$ cat config.mk
export PLATFORM = sky130hd
export DESIGN_NAME = alu_sched
export DESIGN_NICKNAME = d
export VERILOG_FILES = /design/src/rtl/alu_sched.sv
export SDC_FILE = /design/constraint.sdc
export NUM_CORES = 1
export LEC_CHECK = 0
export ABC_AREA = 1
export CAP_MARGIN = 20
export CORE_MARGIN = 2
export CORE_UTILIZATION = 55
export CTS_CLUSTER_DIAMETER = 120
export CTS_CLUSTER_SIZE = 14
export DETAILED_ROUTE_END_ITERATION = 16
export DONT_BUFFER_PORTS = 1
export GPL_ROUTABILITY_DRIVEN = 0
export PLACE_DENSITY = 0.73
export SETUP_SLACK_MARGIN = 0.1
export SYNTH_ARGS = -nofsm -noshare
export SYNTH_HDL_FRONTEND = slang
export SYNTH_SLANG_ARGS = --single-unit
$ cat constraint.sdc
create_clock -name clk -period 1.9 [get_ports clk]
set_clock_uncertainty 0.05 [all_clocks]
set_input_delay 0.19 -clock clk [delete_from_list [all_inputs] [get_ports clk]]
set_output_delay 0.19 -clock clk [all_outputs]
set_load 0.05 [all_outputs]
$ cat src/rtl/alu_sched.sv
// Round-robin scheduler that shares one fixed-latency ALU among NREQ requesters.
// One operation is in flight at a time: grant in IDLE, wait ALU_LAT cycles,
// then hold the captured result until the consumer takes it.
module alu_sched #(
    parameter int unsigned N       = 8,
    parameter int unsigned NREQ    = 4,
    parameter int unsigned ALU_LAT = 1
) (
    input  logic                     clk,
    input  logic                     reset,
    input  logic [NREQ-1:0]          req_valid,
    output logic [NREQ-1:0]          req_ready,
    input  logic [NREQ*N-1:0]        req_inp1,
    input  logic [NREQ*N-1:0]        req_inp2,
    input  logic [NREQ*2-1:0]        req_op,
    output logic [N-1:0]             alu_inp1,
    output logic [N-1:0]             alu_inp2,
    output logic [1:0]               alu_op_code,
    input  logic [2*N-1:0]           alu_outp,
    output logic                     rsp_valid,
    input  logic                     rsp_ready,
    output logic [$clog2(NREQ)-1:0]  rsp_id,
    output logic [2*N-1:0]           rsp_data
);

    localparam int unsigned IDW = $clog2(NREQ);
    localparam int unsigned LW  = (ALU_LAT > 1) ? $clog2(ALU_LAT) : 1;

    typedef enum logic [1:0] {StIdle, StWait, StResp} state_e;

    state_e              state_q, state_d;
    logic [IDW-1:0]      rr_ptr_q;
    logic [IDW-1:0]      id_q;
    logic [LW-1:0]       lat_cnt_q;
    logic [N-1:0]        alu_inp1_q, alu_inp2_q;
    logic [1:0]          alu_op_q;
    logic                rsp_valid_q;
    logic [2*N-1:0]      rsp_data_q;

    logic                grant_found;
    logic [IDW-1:0]      grant_id;
    logic [N-1:0]        win_inp1, win_inp2;
    logic [1:0]          win_op;
    logic                handshake;
    logic [IDW-1:0]      next_ptr;

    // Round-robin search: walk offsets high to low so the smallest offset from rr_ptr wins.
    always_comb begin
        logic [IDW:0] sum;
        grant_found = 1'b0;
        grant_id    = '0;
        sum         = '0;
        for (int k = NREQ - 1; k >= 0; k--) begin
            sum = {1'b0, rr_ptr_q} + (IDW + 1)'(k);
            if (sum >= (IDW + 1)'(NREQ)) begin
                sum = sum - (IDW + 1)'(NREQ);
            end
            if (req_valid[sum[IDW-1:0]]) begin
                grant_found = 1'b1;
                grant_id    = sum[IDW-1:0];
            end
        end
    end

    // Select the winning requester's operands and op code.
    always_comb begin
        win_inp1 = '0;
        win_inp2 = '0;
        win_op   = '0;
        for (int k = 0; k < NREQ; k++) begin
            if (grant_id == IDW'(k)) begin
                win_inp1 = req_inp1[k*N +: N];
                win_inp2 = req_inp2[k*N +: N];
                win_op   = req_op[k*2 +: 2];
            end
        end
    end

    assign handshake = (state_q == StIdle) && grant_found;
    assign next_ptr  = (id_q == IDW'(NREQ - 1)) ? '0 : id_q + 1'b1;

    // FSM state register.
    always_ff @(posedge clk or posedge reset) begin
        if (reset) begin
            state_q <= StIdle;
        end else begin
            state_q <= state_d;
        end
    end

    // FSM next-state logic.
    always_comb begin
        state_d = state_q;
        unique case (state_q)
            StIdle:  if (grant_found) state_d = StWait;
            StWait:  if (lat_cnt_q == '0) state_d = StResp;
            StResp:  if (rsp_ready) state_d = StIdle;
            default: state_d = StIdle;
        endcase
    end

    // FSM outputs: one-hot accept only in IDLE and never while reset is held.
    always_comb begin
        req_ready = '0;
        if (!reset && handshake) begin
            req_ready[grant_id] = 1'b1;
        end
    end

    // Datapath: operand launch, latency countdown, result capture and pointer update.
    always_ff @(posedge clk or posedge reset) begin
        if (reset) begin
            rr_ptr_q    <= '0;
            id_q        <= '0;
            lat_cnt_q   <= '0;
            alu_inp1_q  <= '0;
            alu_inp2_q  <= '0;
            alu_op_q    <= '0;
            rsp_valid_q <= 1'b0;
            rsp_data_q  <= '0;
        end else begin
            if (handshake) begin
                alu_inp1_q <= win_inp1;
                alu_inp2_q <= win_inp2;
                alu_op_q   <= win_op;
                id_q       <= grant_id;
                lat_cnt_q  <= LW'(ALU_LAT - 1);
            end
            if (state_q == StWait) begin
                if (lat_cnt_q == '0) begin
                    rsp_data_q  <= alu_outp;
                    rsp_valid_q <= 1'b1;
                end else begin
                    lat_cnt_q <= lat_cnt_q - 1'b1;
                end
            end
            // Pointer moves only when the consumer takes the response.
            if (state_q == StResp && rsp_ready) begin
                rsp_valid_q <= 1'b0;
                rr_ptr_q    <= next_ptr;
            end
        end
    end

    assign alu_inp1    = alu_inp1_q;
    assign alu_inp2    = alu_inp2_q;
    assign alu_op_code = alu_op_q;
    assign rsp_valid   = rsp_valid_q;
    assign rsp_id      = id_q;
    assign rsp_data    = rsp_data_q;

endmodule

==> summary by stage, run 1 <==
Logic synthesis
Counting flops with a built-in enable in the synthesized netlist gives 0. After synthesis, the mean cell area works out to 7.55 um^2. Synthesis produced a netlist with a net count of 428.

The fraction of the yosys area taken by sequential cells is 41.9%. The count of different cell masters after synthesis is 26. The synthesized instance count is 332. Synthesis inferred 42 register bits. In the synthesized netlist the async set-or-reset flop fraction comes to 100%. The summed instance area of the synthesized netlist is 2510 um^2.

The yosys synthesis warning count is 0. The most used flip-flop cell after synthesis is sky130_fd_sc_hd__dfrtp_1.

GRT
The number of global-route vias before repair was 2510. The wire length of the first global-routing pass is 11.1 mm. The initial antenna violation count is 0. Global routing consumed, over all layers together, 27.9% of the routing resources. The global-route track usage on met2 is 47.9%. The layer flagged by global routing as most heavily used is met2. Global routing finished with a remaining overflow of 0. Entering global routing, the biggest net connects 43 pins. For this run, global-route usage on met1 was measured as 32.8%.

The met3 usage in global routing is 8.16%.

Timing
The transition at the pin with the smallest max-transition slack is 0.557 ns. The final critical path takes up 117% of the cycle. The final count of negative-setup-slack endpoints is 24. Setup repair after global routing could not meet its margin everywhere. The minimum period implied by the final worst setup slack is 2.23 ns. The number of max-slew violations in the final report was 0. The total count of hold-check failures in the final report was 0. The slack of the critical path is -0.329 ns. The post-route worst hold slack is 0.0332 ns. The worst pin sits at a relative slew slack of 62.9%. The highest clock rate is 0.449 GHz.

CTS
The number of buffers on the longest clock path is 2. TritonCTS built the clock tree. The clock latency reported for the late side of the worst-skew pair is 0.30 ns.

The number of sinks handled by clock tree synthesis is 42. In this run, CTS created clock tree buffers numbering 5. In this run the number of H-tree levels came out at 2. The clock root buffer is sky130_fd_sc_hd__clkbuf_8. The clock transition time at the flip-flop clock pins of the worst setup and hold paths is 0.08 ns.

Placement
The placed wire-length estimate after detailed placement is 4.83 mm. At the placement stage, the worst setup path has a slack of -0.127 ns. The number of cells in the design after placement is 398. Input and output buffers added on the ports amount to 0.

Detailed routing
The first routing iteration left 128 violations. For this run, the detailed router's first-pass iteration total came to 4. The overall via count from detail_route is 2494. The number of antenna-violating nets in the routed design is 0. Dividing the detail-routed via count by the number of cells gives 5.64.

The total wirelength of the detailed-routed design is 7.59 mm. The routed length per placed instance is 17.2 um. After detailed routing, the number of remaining DRC violations is 0.

Setup path
STA puts the critical path data arrival time at 1.99 ns. The critical-path maximum fanout is 8. STA classifies the critical path startpoint as a flop.

The data required time at the worst endpoint is 1.66 ns. The kind of critical path is reg2out. The endpoint kind of the worst setup timing path is an output pin.

Floorplanning
The initial core utilization is 57.2%. The floorplan step defined a die boundary enclosing 5120 um^2. The die is 71.5 um tall.

The width of the die is 71.5 um. In this run the standard cell core region covers 4380 um^2. The boundary pin count is 136. The floorplan has 24 rows.

Final layout
In the final layout, the share of cells above drive strength 1 is 41.3%. After the last flow step, the layout net total stands at 485. 0 antenna diodes ended up in the layout.

The relative area change from synthesis to final layout is 47.5%. The finished layout holds 442 standard cells, fillers aside.

Run status
The checks that failed: setup timing. The flow ran to the end, but the final reports show violations.

Flow run
Across the run, the number of max-cap violations was 0.

Hold path
The kind of path behind the tightest hold check is in2reg.
## worst max-delay path: stages, from the launching register on
cell and delay, ns:
sky130_fd_sc_hd__dfrtp_2 0.46, sky130_fd_sc_hd__inv_4 0.08, sky130_fd_sc_hd__nand2_2 0.06, sky130_fd_sc_hd__nand2_2 0.07, sky130_fd_sc_hd__nand2_2 0.09, sky130_fd_sc_hd__nand2_2 0.07
sky130_fd_sc_hd__nor2_4 0.13, sky130_fd_sc_hd__nor2_2 0.05, sky130_fd_sc_hd__nand2_2 0.09, sky130_fd_sc_hd__nand2_4 0.08, sky130_fd_sc_hd__buf_12 0.14, sky130_fd_sc_hd__nor3_4 0.20
sky130_fd_sc_hd__buf_12 0.16
## placed cells by master, fill, tap and decap left out, types with 2 or more instances in the layout
cell / count
sky130_fd_sc_hd__buf_12: 14
sky130_fd_sc_hd__buf_4: 26
sky130_fd_sc_hd__buf_6: 4
sky130_fd_sc_hd__buf_8: 3
sky130_fd_sc_hd__clkbuf_16: 2
sky130_fd_sc_hd__clkbuf_8: 5
sky130_fd_sc_hd__clkinvlp_4: 2
sky130_fd_sc_hd__dfrtp_1: 41
sky130_fd_sc_hd__dlygate4sd3_1: 18
sky130_fd_sc_hd__inv_1: 37
sky130_fd_sc_hd__inv_4: 2
sky130_fd_sc_hd__mux2_2: 16
sky130_fd_sc_hd__nand2_1: 77
sky130_fd_sc_hd__nand2_2: 26
sky130_fd_sc_hd__nand2_4: 15
sky130_fd_sc_hd__nand3_1: 19
sky130_fd_sc_hd__nand3_2: 20
sky130_fd_sc_hd__nand4_1: 5
sky130_fd_sc_hd__nor2_2: 2
sky130_fd_sc_hd__nor2_4: 3
sky130_fd_sc_hd__nor3_4: 2
sky130_fd_sc_hd__o21ai_0: 12
sky130_fd_sc_hd__o21ai_1: 14
sky130_fd_sc_hd__o21ai_2: 10
sky130_fd_sc_hd__o31ai_1: 2
## what timing repair did
item,in CTS,in global routing
buffers inserted,9,7
hold buffers,18,0
hold endpoints to repair,59,0
gates cloned,0,2
pin swaps,8,18
gates resized for setup,15,86
setup endpoints to repair,25,26
## cell usage after synthesis, types with 2 or more instances
library cell               count  area, um^2
sky130_fd_sc_hd__nand2_1     102         383
sky130_fd_sc_hd__dfrtp_1      42        1050
sky130_fd_sc_hd__inv_1        40         150
sky130_fd_sc_hd__nand3_1      38         190
sky130_fd_sc_hd__o21ai_0      25         125
sky130_fd_sc_hd__nand2_2      17         106
sky130_fd_sc_hd__mux2_2       16         180
sky130_fd_sc_hd__o21ai_1      11        55.1
sky130_fd_sc_hd__clkbuf_1      7        26.3
sky130_fd_sc_hd__nand4_1       5        31.3
sky130_fd_sc_hd__nor2_1        5        18.8
sky130_fd_sc_hd__buf_2         4        20.0
sky130_fd_sc_hd__nor3_1        4        20.0
sky130_fd_sc_hd__buf_4         2        15.0
sky130_fd_sc_hd__buf_6         2        22.5
sky130_fd_sc_hd__o31ai_1       2        15.0
## stage by stage
stage	utilization (%)	TNS (ns)	cell area, um^2
after floorplan	-	-0.322	2600
after global placement	66.5	-0.505	2910
after detailed placement	66.5	-1.90	2910
after CTS	75.4	-3.33	3310
after global routing	84.3	-8.60	3700
final	84.3	-5.61	3700
## layer usage
| layer | part of all wire (%) | vias up |
|---|---|---|
| li1 | - | 1172 |
| met1 | 38 | 1188 |
| met2 | 53 | 114 |
| met3 | 6.7 | 20 |
| met4 | 2.9 | 0 |
| met5 | 0 | - |
## logic make-up (layout without fill, tap and decap cells)
group	Yosys count	after routing	synth area share (%)
and+or+nand+nor	175	175	31.6
DFF	42	42	41.9
muxes	16	16	7.19
buffers and inverters	58	116	10.6
AOI/OAI and AO/OA	40	40	8.23
adders and majority gates	1	1	0.499
## flip-flops by register name (all words and copies together), names as in the netlist
name,flops
rsp_data,16
lat_cnt_q,1
state_q,2
rr_ptr_q,2
alu_inp1,8
alu_op_code,2
rsp_id,2
alu_inp2,8
rsp_valid,1
## final timing paths
kind | startpoint | endpoint | slack [ns] | depth (start not counted)
max reg2reg | rr_ptr_q[0] | rsp_id[0] | -0.33 | 16
min | req_inp1[7] | alu_inp1[7] | 0.03 | 4
min reg2reg | state_q[0] | state_q[1] | 0.44 | 1
max in group asynchronous | reset | rr_ptr_q[0] | 0.92 | 3
max | rr_ptr_q[0] | req_ready[0] | -0.33 | 12
min in group asynchronous | reset | alu_inp1[4] | 0.49 | 3
## layout make-up
class / instances / area [um^2]
well taps: 52 / 65.1
flip-flops and latches: 42 / 1050
fillers: 253 / 687
clock buffers: 5 / 68.8
repair buffers: 67 / 796
clock inverters: 3 / 21.3
multi-input cells: 232 / 1530
inverters: 41 / 163
Power of run 1 is not shown: default switching activity piles up to over one toggle a cycle in this logic, so the estimate is an artifact.
==> run 2: changes to the inputs <==
--- a/config.mk
+++ b/config.mk
@@ -7,14 +7,13 @@
 export LEC_CHECK = 0
 export ABC_AREA = 1
 export CAP_MARGIN = 20
-export CORE_MARGIN = 2
 export CORE_UTILIZATION = 55
 export CTS_CLUSTER_DIAMETER = 120
 export CTS_CLUSTER_SIZE = 14
 export DETAILED_ROUTE_END_ITERATION = 16
 export DONT_BUFFER_PORTS = 1
 export GPL_ROUTABILITY_DRIVEN = 0
-export PLACE_DENSITY = 0.73
+export PLACE_DENSITY_LB_ADDON = 0.25
 export SETUP_SLACK_MARGIN = 0.1
 export SYNTH_ARGS = -nofsm -noshare
 export SYNTH_HDL_FRONTEND = slang
==> summary by stage, run 2 (synthesized netlist as in run 1, its figures left out) <==
Floorplanning
In this run the vertical extent of the chip is 69.5 um. The core region is 4350 um^2. The width of the die is 69.5 um. The initial core utilization is 57.6%. The site row count is 24.

The die footprint is 4830 um^2. For this design the top-level I/O count stands at 136.

CTS
The H-tree generated during clock tree synthesis spans 2 levels. The root buffer cell chosen for the clock tree is sky130_fd_sc_hd__clkbuf_8. The clock latency reported for the late side of the worst-skew pair is 0.30 ns.

The number of buffers on the longest clock path is 2. The CTS tree is done. The number of sinks handled by clock tree synthesis is 42.

Clock-pin slew was measured on the worst setup and hold paths at 0.08 ns. The number of buffers inserted during clock tree synthesis is 5.

Setup path
The critical-path maximum fanout is 8. STA puts the critical path data required time at 1.66 ns. The length in cells of the worst reg-to-reg path is 18. The startpoint class of the critical path is a flop. The most frequent cell on the critical path is sky130_fd_sc_hd__nand2_2.

The setup check on the worst reg-to-reg path leaves a slack of -0.32 ns. The endpoint kind of the worst setup timing path is an output pin. The slowest stage of the critical path belongs to the cell sky130_fd_sc_hd__dfrtp_2. The largest stage delay on the critical path is 0.49 ns. The number of buffers and inverters on the critical path is 3. In this design, the largest share of critical-path delay is due to simple AND/OR/NAND/NOR gates.

The arrival time at the worst endpoint is 2.01 ns. The capture instance of the worst register-to-register path is alu_inp1[2]. Traced cell by cell, the critical path runs through inv_4, nand2_1, nand2_2, nand2_2, nand2_2, nor2_4, nand4_1, nand3_2, inv_4, nand2_8, nor3_4, buf_12.

The startpoint identified for the worst register-to-register timing path is rr_ptr_q[0]. The kind of critical path is reg2out.

Detailed routing
The routed design uses 3.76 mm of met2 wire. In the final routing, the length of wire on met1 measures 2.68 mm. The routed length per placed instance is 16.5 um. The highest metal layer with signal wires is met4. The total wirelength of the detailed-routed design is 7.14 mm. The total met3 wirelength after detailed routing is 463 um.

For this block, the initial DRC count from the detailed router was 99. In the routed design, unresolved DRC markers number 0. The length of the first detailed-routing pass in iterations is 4.

The post-detailed-route via-to-cell ratio is 5.73. For this block, the via count after detailed routing is 2475. The number of antenna-violating nets in the routed design is 0.

Placement
The placed wire-length estimate after detailed placement is 4.58 mm. The number of cells in the design after placement is 392. The placement-stage worst setup slack is -0.142 ns.

The count of port buffers added during placement is 0.

Hold path
The path class of the tightest hold or removal check is in2reg. The capture endpoint of the worst hold path is alu_inp2[6]. The worst hold path cell count is 4.

The startpoint of the most critical hold path is req_inp2[6].

Final layout
The final standard cell utilization of the core is 79.6%. Excluding fillers, the count of instances in the completed layout stands at 432. The number of antenna diodes in the final layout is 0. The number of flip-flops under the largest register name is 16. The relative area change from synthesis to final layout is 38.2%. Leaving out fill and tap cells, the most frequent cell in the layout is sky130_fd_sc_hd__nand2_1. The top cell types in the final layout, fill and taps aside, are sky130_fd_sc_hd__nand2_1 (79), sky130_fd_sc_hd__dfrtp_1 (41), sky130_fd_sc_hd__inv_1 (38), sky130_fd_sc_hd__nand2_2 (35), sky130_fd_sc_hd__nand3_1 (26).

After the last flow step, the layout net total stands at 475. The post-route netlist has 34.5% of its cells at a drive strength greater than 1.

Timing
Measured against its own limit, the worst slew margin works out to 62.6%. The highest clock rate is 0.445 GHz. At the pin with the least slew margin, the transition time is 0.562 ns.

The slack of the critical path is -0.349 ns. The minimum period implied by the final worst setup slack is 2.25 ns. Setup repair after global routing could not meet its margin everywhere. The final count of negative-setup-slack endpoints is 23. The ratio of final minimum period to clock period is 118%.

The number of max-slew violations in the final report was 0. The total count of hold-check failures in the final report is 0.

GRT
The number of global-route vias before repair is 2403. The first global-routing pass estimated 11.1 mm of wire. The global router's overall resource usage is 29.3%. The pin count of the biggest net entering global routing is 43. The total grt overflow is 0.

The initial antenna violation count is 0.

Flow run
Across the run, the number of max-cap violations was 0.

Run status
The final reports fail on setup timing. The run finished, with violations left.
-- run 2: worst register-to-register path, delay by kind of cell, from the launching register on --
| kind | cells | cell delay (ns) |
|---|---|---|
| AND/OR/NAND/NOR | 13 | 1.00 |
| flip-flops | 1 | 0.48 |
| buffers and inverters | 5 | 0.65 |
-- run 2: layout make-up --
class	instances	area, um^2
clock inverters	2	37.5
multi-input cells	232	1410
clock buffers	6	72.6
inverters	41	163
fillers	303	888
repair buffers	57	664
flip-flops and latches	42	1050
well taps	52	65.1
-- run 2: worst max path at each step --
| stage | endpoint | cells after the start | startpoint |
|---|---|---|---|
| finish | req_ready[0] | 12 | rr_ptr_q[0] |
| global placement | alu_inp1[6] | 15 | rr_ptr_q[0] |
| detailed placement | alu_inp2[2] | 15 | rr_ptr_q[0] |
| CTS | req_ready[0] | 12 | rr_ptr_q[0] |
| global route | req_ready[0] | 12 | rr_ptr_q[0] |
| floorplan | req_ready[0] | 13 | rr_ptr_q[0] |
-- run 2: through the flow --
stage / TNS, ns / hold slack (ns) / cell area [um^2]
after detailed placement: -2.49 / 0.245 / 2840
after CTS: -5.32 / 0.00395 / 3280
after global routing: -9.37 / 0.0640 / 3470
after floorplan: -0.322 / 0.163 / 2600
final: -6.63 / 0.0452 / 3470
after global placement: -0.807 / 0.239 / 2840
-- run 2: repair_timing --
action | CTS | global route
hold endpoints to repair | 56 | 3
pin swaps | 14 | 20
gates cloned | 1 | 1
hold buffers | 15 | 3
buffers inserted | 8 | 4
endpoints found under the setup margin | 25 | 24
gates resized for setup | 18 | 27
-- run 2: layer usage --
metal	vias up	GRT usage [%]
met2	114	51.8
met1	1174	33.2
li1	1157	-
met4	0	12.0
met3	30	7.99
met5	-	0
Power of run 2 is left out for the same reason.
